`src/rtl/alu_arbiter.sv`:
```
// ============================================================================
// Module   : alu_arbiter
// Purpose  : Shares one combinational 32-bit ALU between two requesters using
//            valid/ready command and response handshakes.
// Revision : 1.0 - initial release
// ============================================================================
`default_nettype none

module alu_arbiter #(
    parameter bit FAIR  = 1'b1,
    parameter int CNT_W = 16
) (
    input  logic             clk,
    input  logic             reset,
    input  logic             req0_valid,
    output logic             req0_ready,
    input  logic [2:0]       req0_op,
    input  logic [31:0]      req0_a,
    input  logic [31:0]      req0_b,
    input  logic             req1_valid,
    output logic             req1_ready,
    input  logic [2:0]       req1_op,
    input  logic [31:0]      req1_a,
    input  logic [31:0]      req1_b,
    output logic             rsp0_valid,
    input  logic             rsp0_ready,
    output logic             rsp1_valid,
    input  logic             rsp1_ready,
    output logic [31:0]      rsp_data,
    output logic             busy,
    output logic [CNT_W-1:0] cnt0,
    output logic [CNT_W-1:0] cnt1
);

    localparam logic [1:0] c_S_IDLE = 2'd0;
    localparam logic [1:0] c_S_EXEC = 2'd1;
    localparam logic [1:0] c_S_RESP = 2'd2;
    localparam logic [CNT_W-1:0] c_CNT_ONE = {{(CNT_W-1){1'b0}}, 1'b1};

    logic [1:0]       r_state;
    logic             r_ptr;
    logic             r_owner;
    logic [2:0]       r_op;
    logic [31:0]      r_a;
    logic [31:0]      r_b;
    logic [31:0]      r_rsp_data;
    logic [CNT_W-1:0] r_cnt0;
    logic [CNT_W-1:0] r_cnt1;

    logic             w_idle;
    logic             w_grant1;
    logic             w_accept;
    logic             w_rsp_fire;
    logic [31:0]      w_alu_y;

    // Ready is masked by reset so it is low for the whole reset pulse.
    assign w_idle     = (r_state == c_S_IDLE) && !reset;
    assign w_grant1   = req1_valid && (!req0_valid || r_ptr);
    assign req0_ready = w_idle && req0_valid && !w_grant1;
    assign req1_ready = w_idle && w_grant1;
    assign w_accept   = req0_ready || req1_ready;

    assign rsp0_valid = (r_state == c_S_RESP) && !r_owner;
    assign rsp1_valid = (r_state == c_S_RESP) &&  r_owner;
    assign w_rsp_fire = (rsp0_valid && rsp0_ready) || (rsp1_valid && rsp1_ready);

    assign busy     = (r_state == c_S_EXEC) || (r_state == c_S_RESP);
    assign rsp_data = r_rsp_data;
    assign cnt0     = r_cnt0;
    assign cnt1     = r_cnt1;

    // Shared ALU sees only the latched command.
    always_comb begin
        w_alu_y = r_a;
        case (r_op)
            3'b000:  w_alu_y = r_a;
            3'b001:  w_alu_y = r_a + r_b;
            3'b010:  w_alu_y = r_a - r_b;
            3'b011:  w_alu_y = r_a & r_b;
            3'b100:  w_alu_y = r_a | r_b;
            3'b101:  w_alu_y = r_a + 32'd1;
            3'b110:  w_alu_y = r_a - 32'd1;
            default: w_alu_y = r_b;
        endcase
    end

    always_ff @(posedge clk or posedge reset) begin
        if (reset) begin
            r_state    <= c_S_IDLE;
            r_ptr      <= 1'b0;
            r_owner    <= 1'b0;
            r_op       <= 3'd0;
            r_a        <= 32'd0;
            r_b        <= 32'd0;
            r_rsp_data <= 32'd0;
            r_cnt0     <= '0;
            r_cnt1     <= '0;
        end else begin
            case (r_state)
                c_S_IDLE: begin
                    if (w_accept) begin
                        r_owner <= w_grant1;
                        r_op    <= w_grant1 ? req1_op : req0_op;
                        r_a     <= w_grant1 ? req1_a  : req0_a;
                        r_b     <= w_grant1 ? req1_b  : req0_b;
                        r_state <= c_S_EXEC;
                    end
                end
                c_S_EXEC: begin
                    r_rsp_data <= w_alu_y;
                    r_state    <= c_S_RESP;
                end
                c_S_RESP: begin
                    if (w_rsp_fire) begin
                        if (r_owner) r_cnt1 <= r_cnt1 + c_CNT_ONE;
                        else         r_cnt0 <= r_cnt0 + c_CNT_ONE;
                        if (FAIR)    r_ptr  <= ~r_owner;
                        r_state <= c_S_IDLE;
                    end
                end
                default: r_state <= c_S_IDLE;
            endcase
        end
    end

endmodule

`default_nettype wire

```
`config.mk`:
```
export PLATFORM = sky130hd
export DESIGN_NAME = alu_arbiter
export DESIGN_NICKNAME = d
export VERILOG_FILES = /design/src/rtl/alu_arbiter.sv
export SDC_FILE = /design/constraint.sdc
export NUM_CORES = 1
export LEC_CHECK = 0
export CELL_PAD_IN_SITES_DETAIL_PLACEMENT = 0
export CELL_PAD_IN_SITES_GLOBAL_PLACEMENT = 1
export CORE_MARGIN = 1.5
export CORE_UTILIZATION = 41
export CTS_CLUSTER_SIZE = 8
export DETAILED_ROUTE_END_ITERATION = 16
export GPL_TIMING_DRIVEN = 1
export PLACE_DENSITY = 0.89
export SLEW_MARGIN = 20
export SYNTH_ARGS = -nofsm -noshare
export SYNTH_HDL_FRONTEND = slang
export SYNTH_SLANG_ARGS = --single-unit
```
`constraint.sdc`:
```
create_clock -name clk -period 15.9 [get_ports clk]
set_input_delay 3.18 -clock clk [delete_from_list [all_inputs] [get_ports clk]]
set_output_delay 3.18 -clock clk [all_outputs]
set_load 0.005 [all_outputs]
```
==> results.rst <==
.. list-table::
   :header-rows: 1

   * - Metric
     - Value
   * - Post-CTS Setup Inserts
     - 0
   * - Level count of the clock H-tree
     - 4
   * - Slew margin rel.
     - between 30% and 40%
   * - Worst vdd rail ir drop
     - 0.0000891 V
   * - Cell chosen for the clock root
     - clkbuf_16
   * - Clock Path Buffers
     - 2
   * - Global-route total usage across every layer
     - a little under a quarter
   * - Core region area
     - approximately 0.022 mm^2
   * - Number of buffers inserted by port buffering
     - around 210
   * - Fraction of registers with async set/reset
     - 100%
   * - Total power divided by cell area
     - 228 mW/mm^2
   * - Remaining global-route overflow
     - 0
   * - Worst-path clk slew
     - approximately 0.06 ns
   * - Hold Fails Final Rpt
     - 0
   * - DRC marker count from the first detailed-route iteration
     - ~640
   * - Endpoint kind of the worst setup timing path
     - output pin
   * - Final antenna diode count
     - 0
   * - I/O pin cnt
     - ~210
   * - Wirelength, routed
     - roughly 27,000 um
   * - Number of synthesized flops with an enable pin
     - 0
   * - CTS sink cnt
     - roughly 140
   * - CTS-repair resized insts
     - 0
   * - Post-synthesis to final-layout area growth
     - 30.6%
   * - Slowest cell on the critical path
     - o21ai_4
   * - Remaining DRCs
     - 0
   * - Total number of yosys warnings
     - 0
   * - Initial antenna violation count
     - 0
   * - Syn Std Cell Area
     - about 0.0093 mm^2
   * - Number of maximum-capacitance violations
     - 0
   * - Overall die height
     - between 150 and 200 um
   * - Most instantiated cells after synthesis
     - 149 x nand2_1, 135 x dfrtp_1, 106 x o21ai_0, 70 x mux2i_1, 69 x clkbuf_1
   * - Worst path most repeated cell
     - clkdlybuf4s50_1
   * - Quantity of hold-fixing buffers added after cts
     - 0
   * - Total die area
     - 0.0236 mm^2
   * - Setup repair after global routing missed its margin
     - no
   * - Yosys top cell area share
     - a little over a third
   * - Synth area leaders
     - dfrtp_1 36%, mux2i_1 7.5%, nand2_1 6.0%
   * - Maximum clock skew at final layout
     - roughly 0.0095 ns
   * - Peak Freq
     - ~110 MHz
   * - Area leader, netlist
     - dfrtp_1
   * - Run status
     - finished, final reports clean
   * - Detailed Place HPWL
     - approximately 19,000 um
   * - Number of detailed-route iterations in the first pass
     - 5
   * - Final count of pins violating max slew
     - 0
   * - Post-route ant nets
     - 0
   * - Synthesized net count
     - ~1.2k
   * - Fill cell instance count of the final layout
     - slightly above 2k
   * - Data arrival time of the critical path
     - ~6 ns
   * - Routed len/inst
     - 17.5 um
   * - Largest stage delay on the critical path
     - between 0.7 and 0.8 ns
   * - Die X
     - between 150 and 200 um
   * - Mean post-synth cell area
     - about 8.7 um^2
   * - Portion of the clock cycle consumed by the worst path in the final layout
     - around three fifths
   * - Number of distinct library cell variants in the gate-level netlist after synthesis
     - 67
   * - Via count of the first global-routing pass
     - 8,305
   * - Sequential area share after synthesis
     - between 30% and 40%
   * - GPL Wtd Cong
     - roughly 0.9
   * - Maximum net fanout on the critical path
     - 47
   * - Number of setup violations in the final report
     - 0
   * - Global-route wire length before repair
     - between 40,000 and 50,000 um
   * - Path category of the worst min-delay check
     - reg -> reg
   * - Post-detailed-route via-to-cell ratio
     - 5.61
   * - Largest net degree at the start of global routing
     - between 80 and 90
   * - Worst Setup Start Kind
     - primary input
   * - Setup CP Type
     - in -> out
   * - TritonCTS buffer count
     - 17
   * - Critical path, cell by cell
     - clkdlybuf4s50_1, inv_1, o21ai_4, buf_4, nor2b_1, clkdlybuf4s50_1
   * - CTS tree
     - done
   * - Vias post-DR
     - between 8k and 9k
   * - Data required time of the worst path
     - about 13 ns
   * - Starting Density
     - a little over two fifths
   * - Leakage power total
     - about 0.0054 uW
   * - Number of standard cells after synthesis
     - approximately 1.1k
   * - Worst hold margin
     - roughly 0.47 ns
   * - Main flop type after synthesis
     - dfrtp_1
   * - Number of rows in the core area
     - 54
   * - Final min period
     - about 9.3 ns
   * - Flip-flop and latch count after synthesis
     - around 140
   * - Clock latency at the later pin of the worst-skew pair
     - 0.43 ns
   * - Share of cells above drive strength 1
     - under 10%
   * - Dominant cell by count in the synthesized netlist
     - nand2_1
   * - Worst slew pin tran
     - ~1.0 ns
   * - Layout net count
     - ~1.4k
   * - Post-Route Setup TNS
     - 0 ns
## worst max-delay path: cells and delay by family
| kind | cells | cell delay (ns) |
|---|---|---|
| and+or+nand+nor | 1 | 0.22 |
| AOI/OAI and AO/OA | 1 | 0.78 |
| buffers and inverters | 4 | 1.91 |
## power by group
| group | switching (uW) | total, uW | internal (uW) |
|---|---|---|---|
| Sequential | 191 | 670 | 480 |
| Combinational | 934 | 1700 | 763 |
| Clock | 162 | 409 | 248 |
| Total | 1290 | 2780 | 1490 |
## placed cells by master (no fill, tap or decap), types with 6 or more instances in the layout
| cell type | synthesis | layout |
|---|---|---|
| dfrtp_1 | 135 | 135 |
| mux2i_1 | 70 | 70 |
| nor2b_1 | 8 | 8 |
| clkbuf_16 | 0 | 17 |
| clkdlybuf4s50_1 | 0 | 208 |
| o21ai_0 | 106 | 105 |
| nor3_1 | 16 | 16 |
| ha_1 | 38 | 37 |
| nand2b_1 | 8 | 8 |
| and3_1 | 6 | 6 |
| a31oi_1 | 11 | 11 |
| o22ai_1 | 10 | 10 |
| a21o_1 | 44 | 44 |
| a222oi_1 | 8 | 8 |
| nand3_1 | 18 | 18 |
| buf_4 | 0 | 10 |
| inv_1 | 23 | 22 |
| a21oi_1 | 51 | 51 |
| and2_1 | 11 | 11 |
| a221oi_1 | 32 | 32 |
| nand2_1 | 149 | 149 |
| a22oi_1 | 12 | 12 |
| xnor2_1 | 57 | 57 |
| nand4_1 | 16 | 16 |
| nor2_1 | 54 | 52 |
| xor2_1 | 28 | 28 |
## per-stage QoR
step | instances | setup WS [ns] | instance area (um^2) | utilization, % | power [uW]
3_3_place_gp | 1482 | 6.58 | 11500 | 52.3 | 2320
2_1_floorplan | 1066 | 6.37 | 9310 | - | 1870
6_report | 1515 | 6.60 | 12200 | 55.2 | 2780
3_5_place_dp | 1482 | 6.55 | 11500 | 52.3 | 2340
5_1_grt | 1515 | 6.39 | 12200 | 55.2 | 3010
4_1_cts | 1514 | 6.55 | 12100 | 55.0 | 2770
## area by class of cell
type	count	area [um^2]	share of cell area, %
clock buffer	18	429	3.53
clock inverter	14	175	1.44
inverter	23	91.3	0.752
multi-input combinational	826	5540	45.6
sequential	135	3380	27.8
tap	280	350	2.88
timing repair buffer	219	2180	18.0
## kinds of logic (layout without fill, tap and decap cells)
logic type      Yosys count  count (layout)  synth area share (%)
buf+inv                 105             274                  4.45
fa+ha+maj                39              39                  5.32
flops                   135             135                  36.3
compound gates          317             317                  22.2
simple gates            311             311                  15.6
xor+xnor                 86              86                  8.18
mux                      73              73                  7.89
## per-layer routing
| layer | vias to the layer above | global-route usage, % | wire [um] |
|---|---|---|---|
| li1 | 4157 | - | - |
| met1 | 4061 | 29.4 | 11600 |
| met2 | 254 | 39.5 | 13200 |
| met3 | 33 | 3.89 | 1330 |
| met4 | 0 | 6.98 | 437 |
| met5 | - | 0 | 0 |
## flip-flops by register name (all words and copies together), names as in the netlist
signal	flops
r_ptr	1
r_owner	1
r_state	2
cnt0	16
rsp_data	32
cnt1	16
r_a	32
r_b	32
r_op	3
## path summary, 6_finish.rpt
check	start	endpoint	slack, ns	cells after the start
worst max-delay path	req0_valid	req0_ready	6.60	6
worst min-delay path	cnt0[15]$_DFFE_PP0P_	cnt0[15]$_DFFE_PP0P_	0.47	1
worst max register to register	r_op[0]$_DFFE_PP0P_	rsp_data[30]$_DFFE_PP0N_	11.17	17
worst min register to register	cnt0[15]$_DFFE_PP0P_	cnt0[15]$_DFFE_PP0P_	0.47	1
max in group asynchronous	reset	r_a[2]$_DFFE_PP0P_	11.30	3
min in group asynchronous	reset	cnt1[15]$_DFFE_PP0P_	3.23	2
Note: power is estimated with default switching activity, not from simulation.
